`config.mk`:
```
export PLATFORM = sky130hd
export DESIGN_NAME = demux_1x4_sequencer_flat
export DESIGN_NICKNAME = d
export VERILOG_FILES = /design/src/rtl/demux_1x4_sequencer_if.sv /design/src/rtl/demux_1x4_sequencer.sv /design/src/flat_wrapper.sv
export SDC_FILE = /design/constraint.sdc
export NUM_CORES = 1
export LEC_CHECK = 0
export ABC_AREA = 1
export CORE_MARGIN = 2
export CORE_UTILIZATION = 40
export DETAILED_ROUTE_END_ITERATION = 16
export HOLD_SLACK_MARGIN = 0.06
export PLACE_DENSITY = 0.69
export SLEW_MARGIN = 20
export SYNTH_ARGS = -nofsm -noshare
export SYNTH_HDL_FRONTEND = slang
export SYNTH_SLANG_ARGS = --single-unit
```
`constraint.sdc`:
```
create_clock -name clk -period 1.4 [get_ports clk]
set_clock_uncertainty 0.1 [all_clocks]
set_input_delay 0.42 -clock clk [delete_from_list [all_inputs] [get_ports clk]]
set_output_delay 0.42 -clock clk [all_outputs]
set_load 0.05 [all_outputs]
```
`src/rtl/demux_1x4_sequencer_if.sv`:
```
// Handshake and demux-side bundle for demux_1x4_sequencer.
// ch_mask exists only when DEMUX_SEQ_MASK_EN is defined.
interface demux_1x4_sequencer_if;
  logic       din;
  logic       din_valid;
  logic       din_ready;
`ifdef DEMUX_SEQ_MASK_EN
  logic [3:0] ch_mask;
`endif
  logic       y;
  logic       S_0;
  logic       S_1;
  logic       busy;
  logic       frame_done;

  // The sequencer itself sits on the slave side.
  modport slave (
    input  din,
    input  din_valid,
`ifdef DEMUX_SEQ_MASK_EN
    input  ch_mask,
`endif
    output din_ready,
    output y,
    output S_0,
    output S_1,
    output busy,
    output frame_done
  );

  modport master (
    output din,
    output din_valid,
`ifdef DEMUX_SEQ_MASK_EN
    output ch_mask,
`endif
    input  din_ready,
    input  y,
    input  S_0,
    input  S_1,
    input  busy,
    input  frame_done
  );
endinterface

```
`src/rtl/demux_1x4_sequencer.sv`:
```
// Round-robin driver for a 1x4 demux: holds each accepted symbol on y for DWELL cycles.
// Optional per-channel skipping is enabled by defining DEMUX_SEQ_MASK_EN.
module demux_1x4_sequencer #(
  parameter int DWELL = 4
) (
  input  logic                  clk,
  input  logic                  rst,
  demux_1x4_sequencer_if.slave  bus
);

  typedef enum logic {IDLE, DRIVE} state_t;

  state_t     state;
  logic [1:0] ptr;
  logic [7:0] cnt;
  logic [1:0] sel;
  logic       y;
  logic       busy;
  logic       frame_done;
  logic [3:0] en;
  logic [1:0] nxt;

`ifdef DEMUX_SEQ_MASK_EN
  assign en = bus.ch_mask;

  // Nearest enabled channel strictly after cur, wrapping; falls back to cur
  // when cur is the only enabled channel or nothing is enabled.
  function automatic logic [1:0] next_enabled(input logic [1:0] cur, input logic [3:0] m);
    logic [1:0] r;
    r = cur;
    for (int i = 3; i >= 1; i--) begin
      if (m[2'(cur + 2'(i))]) r = 2'(cur + 2'(i));
    end
    return r;
  endfunction

  assign nxt = next_enabled(ptr, en);
`else
  assign en  = 4'b1111;
  assign nxt = 2'(ptr + 2'd1);
`endif

  assign bus.din_ready  = (state == IDLE) && en[ptr];
  assign bus.y          = y;
  assign bus.S_0        = sel[0];
  assign bus.S_1        = sel[1];
  assign bus.busy       = busy;
  assign bus.frame_done = frame_done;

  always_ff @(posedge clk or posedge rst) begin
    if (rst) begin
      state      <= IDLE;
      ptr        <= 2'd0;
      cnt        <= 8'd0;
      sel        <= 2'd0;
      y          <= 1'b0;
      busy       <= 1'b0;
      frame_done <= 1'b0;
    end else begin
      frame_done <= 1'b0;
      case (state)
        IDLE: begin
          if (en[ptr]) begin
            if (bus.din_valid) begin
              y     <= bus.din;
              sel   <= ptr;
              cnt   <= 8'(DWELL - 1);
              busy  <= 1'b1;
              state <= DRIVE;
            end
          end else if (en != 4'b0000) begin
            ptr <= nxt;
          end
        end
        DRIVE: begin
          if (cnt != 8'd0) begin
            cnt <= cnt - 8'd1;
          end else begin
            y     <= 1'b0;
            busy  <= 1'b0;
            ptr   <= nxt;
            // Wrapping (or staying put) means the frame's last channel was just served.
            frame_done <= (nxt <= ptr);
            state <= IDLE;
          end
        end
        default: state <= IDLE;
      endcase
    end
  end

endmodule
```
`src/flat_wrapper.sv`:
```
// flat-port wrapper written by rule: the top's interface ports become plain ports
module demux_1x4_sequencer_flat 
#(
  parameter int DWELL = 4
)
  (clk, rst, bus_din, bus_din_valid, bus_din_ready, bus_y, bus_S_0, bus_S_1, bus_busy, bus_frame_done);
  demux_1x4_sequencer_if bus_i ();
  input  logic clk;
  input  logic rst;
  input wire logic [$bits(bus_i.din)-1:0] bus_din;
  input wire logic [$bits(bus_i.din_valid)-1:0] bus_din_valid;
  output wire logic [$bits(bus_i.din_ready)-1:0] bus_din_ready;
  output wire logic [$bits(bus_i.y)-1:0] bus_y;
  output wire logic [$bits(bus_i.S_0)-1:0] bus_S_0;
  output wire logic [$bits(bus_i.S_1)-1:0] bus_S_1;
  output wire logic [$bits(bus_i.busy)-1:0] bus_busy;
  output wire logic [$bits(bus_i.frame_done)-1:0] bus_frame_done;
  assign bus_i.din = bus_din;
  assign bus_i.din_valid = bus_din_valid;
  assign bus_din_ready = bus_i.din_ready;
  assign bus_y = bus_i.y;
  assign bus_S_0 = bus_i.S_0;
  assign bus_S_1 = bus_i.S_1;
  assign bus_busy = bus_i.busy;
  assign bus_frame_done = bus_i.frame_done;
  demux_1x4_sequencer #(.DWELL(DWELL)) u_core (.clk(clk), .rst(rst), .bus(bus_i));
endmodule
```
Word-level counts from Yosys, hierarchy flattened
Cells that the tools add are included.
{ "totals": {"input_bits": 4, "word_cells": 45, "ff_bits": 16, "out_inout_bits": 6} }
{ "classes": {"add_sub_neg": 2, "magnitude_cmp": 2, "eq_ne": 5, "n_mux": 22, "n_reduce_logical": 6, "bitwise": 1} }
{ "op_table": {"columns": ["operator", "n"], "rows": [
  ["$mux 8", 3],
  ["$pmux 8 s2", 1],
  ["$mux 1", 11],
  ["$ne 2x2->1 const B", 5],
  ["$reduce_and 3->1", 3],
  ["$reduce_bool 8->1", 1],
  ["$sub 8x1->8 const B", 1],
  ["$pmux 1 s2", 3],
  ["$mux 2", 2],
  ["$pmux 2 s2", 1],
  ["$lt 2x3->1 const B", 1],
  ["$add 2x1->2 const B", 1],
  ["$bmux 1 s2", 1],
  ["$le 2x2->1", 1],
  ["$reduce_and 2->1", 1],
  ["$logic_and 1x1->1", 1],
  ["$not 1->1", 1]
]} }

Logic depth before layout (Yosys ltp)
{ "logic_depth": {"ltp_word": 4, "mapped_depth": 9, "depth_no_buf": 9} }

Least setup slack after synthesis
Ideal clock, no wire load.
{ "synth_timing": {"kind": "register to register", "from": "register u_core.state", "to": "register u_core.cnt[4]", "setup_ns": 0.126, "t_arrival_ns": 1.357, "n_path_buf": 2, "stages_incl_launch_ff": 7, "period_less_slack_ns": 1.583, "required_time_ns": 1.174, "setup_slack_ns": -0.183, "cell_sequence": "dfrtp_1 buf_2 inv_1 nand2_1 buf_2 nand3_1 o21ai_0"} }
{ "synth_between": {"elab_chain_cells": 3, "word_cells_on_any_way": 6, "classes_between": "eq/ne: 3; mux: 1; bitwise: 1; reduce/logical: 1"} }
{ "synth_rtl": {"columns": ["item", "line", "text"], "rows": [
  ["start: declaration", "demux_1x4_sequencer.sv:13", "state_t state;"],
  ["start signal: assignment", "demux_1x4_sequencer.sv:52", "state <= IDLE;"],
  ["start signal: assignment", "demux_1x4_sequencer.sv:69", "state <= DRIVE;"],
  ["start signal: assignment", "demux_1x4_sequencer.sv:84", "state <= IDLE;"],
  ["$not 1->1 (no line)", null, null],
  ["$ne 2x2->1 (no line)", null, null],
  ["$reduce_and 3->1 (no line)", null, null],
  ["end signal: assignment", "demux_1x4_sequencer.sv:67", "cnt <= 8'(DWELL - 1);"],
  ["end signal: assignment", "demux_1x4_sequencer.sv:77", "cnt <= cnt - 8'd1;"],
  ["end: declaration", "demux_1x4_sequencer.sv:15", "logic [7:0] cnt;"]
]} }
Several ways; a longest one is shown, not always the timed one.
A chain may end at the register's enable or synchronous reset.

Final worst setup path
{ "layout_timing": {"from": "register u_core.state", "to": "output bus_din_ready"} }
{ "layout_between": {"elab_chain_cells": 2} }
{ "layout_rtl": {"columns": ["item", "line", "text"], "rows": [
  ["$not 1->1 (no line)", null, null],
  ["$logic_and 1x1->1", "demux_1x4_sequencer.sv:43", "assign bus.din_ready = (state == IDLE) && en[ptr];"],
  ["end: declaration", "flat_wrapper.sv:12", "output wire logic [$bits(bus_i.din_ready)-1:0] bus_din_ready;"]
]} }
No other way between the ends.

==> metrics.md <==
| Metric | Value |
|---|---|
| Global-route wire length before repair | `approximately 3.2 mm` |
| EDFF count, synth | `0` |
| Clock Path Buffers | `2` |
| I/O pin count | `10` |
| Final nets | `137` |
| Max Cap Viol | `0` |
| Vias in the first global route | `722` |
| Synth cell count leaders | `27 x nand2_1, 16 x dfrtp_1, 11 x inv_1` |
| Post-DP HPWL | `1.20 mm` |
| Ys Warns | `0` |
| Final Hold Vio Count | `0` |
| Cts hold-fix bufs | `0` |
| Wirelength per Cell | `11.4 um` |
| Largest net degree at the start of global routing | `17` |
| Initial Util | `41.9%` |
| Distinct cells, synth | `17` |
| Post-synth top area share | `49.8%` |
| Syn-to-layout area delta | `61.0%` |
| Seq/Total Area, Yosys | `49.8%` |
| F_max | `671 MHz` |
| CTS Buf Count | `3` |
| Root Buffer | `clkbuf_4` |
| Syn Nets | `104` |
| Die width | `between 40 and 50 um` |
| Power Density | `2390 nW/um^2` |
| Primary FF master, synth | `dfrtp_1` |
| TritonCTS Sinks | `16` |
| Diodes inserted | `0` |
| Clk_lat worst skew | `0.29 ns` |
| Startpoint types | `flop` |
| Port Buffers | `9` |
| Reg2Reg Setup Slack | `-0.07 ns` |
| Peak VDD IR | `1.90 mV` |
| Slew Limit Fails | `0` |
| Period utilisation layout | `106%` |
| Ratio of cells with drive above 1 in the final layout | `a little over two fifths` |
| Worst Path Required | `~0.88 ns` |
| Setup-failing EPs final | `14` |
| Drt first pass iters | `4` |
| Worst-Margin Slew | `0.237 ns` |
| Die area | `between 2000 and 2500 sq um` |
| Clock slew at reported path FFs | `0.10 ns` |
| Yosys top cell by area | `dfrtp_1` |
| Core Footprint | `1920 sq um` |
| RSZ-0062 raised after global routing | `yes` |
| Antenna Nets Post-Route | `0` |
| Hold_ws | `~0.33 ns` |
| Static leakage | `approximately 0.63 nW` |
| Synthesized cell area | `~800 sq um` |
| Post-synth ARST share | `between 90% and 100%` |
| Antenna violations before repair | `0` |
| Critical Path Sink Type | `primary output` |
| Final WS setup | `-0.0904 ns` |
| Worst EP arrival | `0.97 ns` |
| H-Tree Level Count | `1` |
| Hold/Removal Path Class | `in2async` |
| # DRC | `0` |
| Final core occ | `67.4%` |
| DR vias/cell | `4.76` |
| Failing checks | `negative setup slack` |
| Tmin final | `1.49 ns` |
| Status | `complete, but fails checks` |
| Count leader, synth | `nand2_1` |
| First DRT Iteration DRCs | `11` |
| Cell row count | `16` |
| Vias | `approximately 750` |
| Setup_tns | `-0.703 ns` |
| Yosys reg bits | `16` |
| Mean Syn Cell Area | `8.21 sq um` |
| Crit Path Max Fanout | `2` |
| Top cells by area, synth | `dfrtp_1 50%, nand2_1 13%, nand3_1 6.2%, inv_1 5.1%, nor2_1 4.7%` |
| Post-synthesis cell count | `98` |
| Placer Congestion | `0.820` |
| Die boundary height | `48.8 um` |
| Slew HR | `84.1%` |
| Grt total ovfl | `0` |
| Total track usage | `between 10% and 20%` |
| Post-Route WL | `1.79 mm` |
| R2R depth | `7` |
| CTS tree | `yes` |
| Crit Path Category | `reg2out` |
## stage by stage
stage	area [sq um]	setup WS, ns	std cells	total power, mW
4_1_cts	1260	-0.100	155	3.02
6_report	1290	-0.0904	157	3.09
3_5_place_dp	1130	-0.202	149	2.48
5_1_grt	1290	-0.157	157	3.31
2_1_floorplan	833	-0.0677	98	1.77
3_3_place_gp	1130	-0.167	149	2.44
## sequential cells by signal, summed over array words and instances (netlist names)
signal,flops
u_core.ptr,2
u_core.sel,2
u_core.bus.busy,1
u_core.bus.frame_done,1
u_core.state,1
u_core.bus.y,1
u_core.cnt,8
## timing repair
action | CTS | global route
gates cloned | 0 | 0
gates resized for setup | 20 | 5
setup buffers | 2 | 2
pin swaps | 10 | 5
endpoints found under the setup margin | 17 | 20
## cell usage in the layout (no fill, tap or decap), types with 2 or more instances in the layout
cell,count
buf_12,6
buf_4,16
buf_6,6
clkbuf_4,3
clkdlybuf4s50_1,3
dfrtp_1,16
inv_1,8
inv_2,2
nand2_1,23
nand2_2,4
nand2_4,2
nand3_1,2
nand3_2,7
nand4_1,3
nor2_1,9
o21ai_1,5
o21ai_2,2
xor2_1,2
## metal layers
metal	wire length [um]	global-route usage (%)	share of wire [%]	vias up
met3	109	5.21	6.1	4
met2	931	28.5	52	18
li1	-	-	-	373
met4	21	5.71	1.2	0
met1	732	21.3	41	352
met5	0	0	0	-
## where the power goes
| group | internal, mW | switching [mW] |
|---|---|---|
| Sequential | 0.656 | 0.196 |
| Clock | 0.158 | 0.150 |
| Combinational | 0.965 | 0.970 |
| Total | 1.78 | 1.32 |
## critical path, cell delays in order, from the launching register on
cell and delay (ns):
dfrtp_1 0.40, clkinvlp_4 0.13, buf_12 0.16
## final timing paths
kind / start / endpoint
hold reg to reg: u_core.ptr[1]$_DFFE_PP0P_ / u_core.ptr[1]$_DFFE_PP0P_
min in group clk: u_core.ptr[1]$_DFFE_PP0P_ / u_core.ptr[1]$_DFFE_PP0P_
setup / recovery: u_core.state$_DFF_PP0_ / bus_din_ready
hold / removal: rst / u_core.cnt[6]$_DFFE_PP0P_
setup reg to reg: u_core.cnt[0]$_DFFE_PP0P_ / u_core.ptr[0]$_DFFE_PP0P_
max in group asynchronous: rst / u_core.cnt[1]$_DFFE_PP0P_
## cell families after synthesis
logic type / Yosys count / share of synthesized area, %
buffers and inverters: 15 / 8.24
xor gates and xnor gates: 4 / 4.36
and+or+nand+nor: 54 / 30.2
adders and majority gates: 2 / 3.11
AOI/OAI and AO/OA: 7 / 4.35
DFF: 16 / 49.8
## final cells by class
class / count / area (sq um)
well taps: 27 / 33.8
clock buffers: 4 / 36.3
inverters: 12 / 51.3
fillers: 143 / 627
flip-flops and latches: 16 / 400
repair buffers: 31 / 338
multi-input cells: 67 / 435
Power figures use the tool's default switching activity.
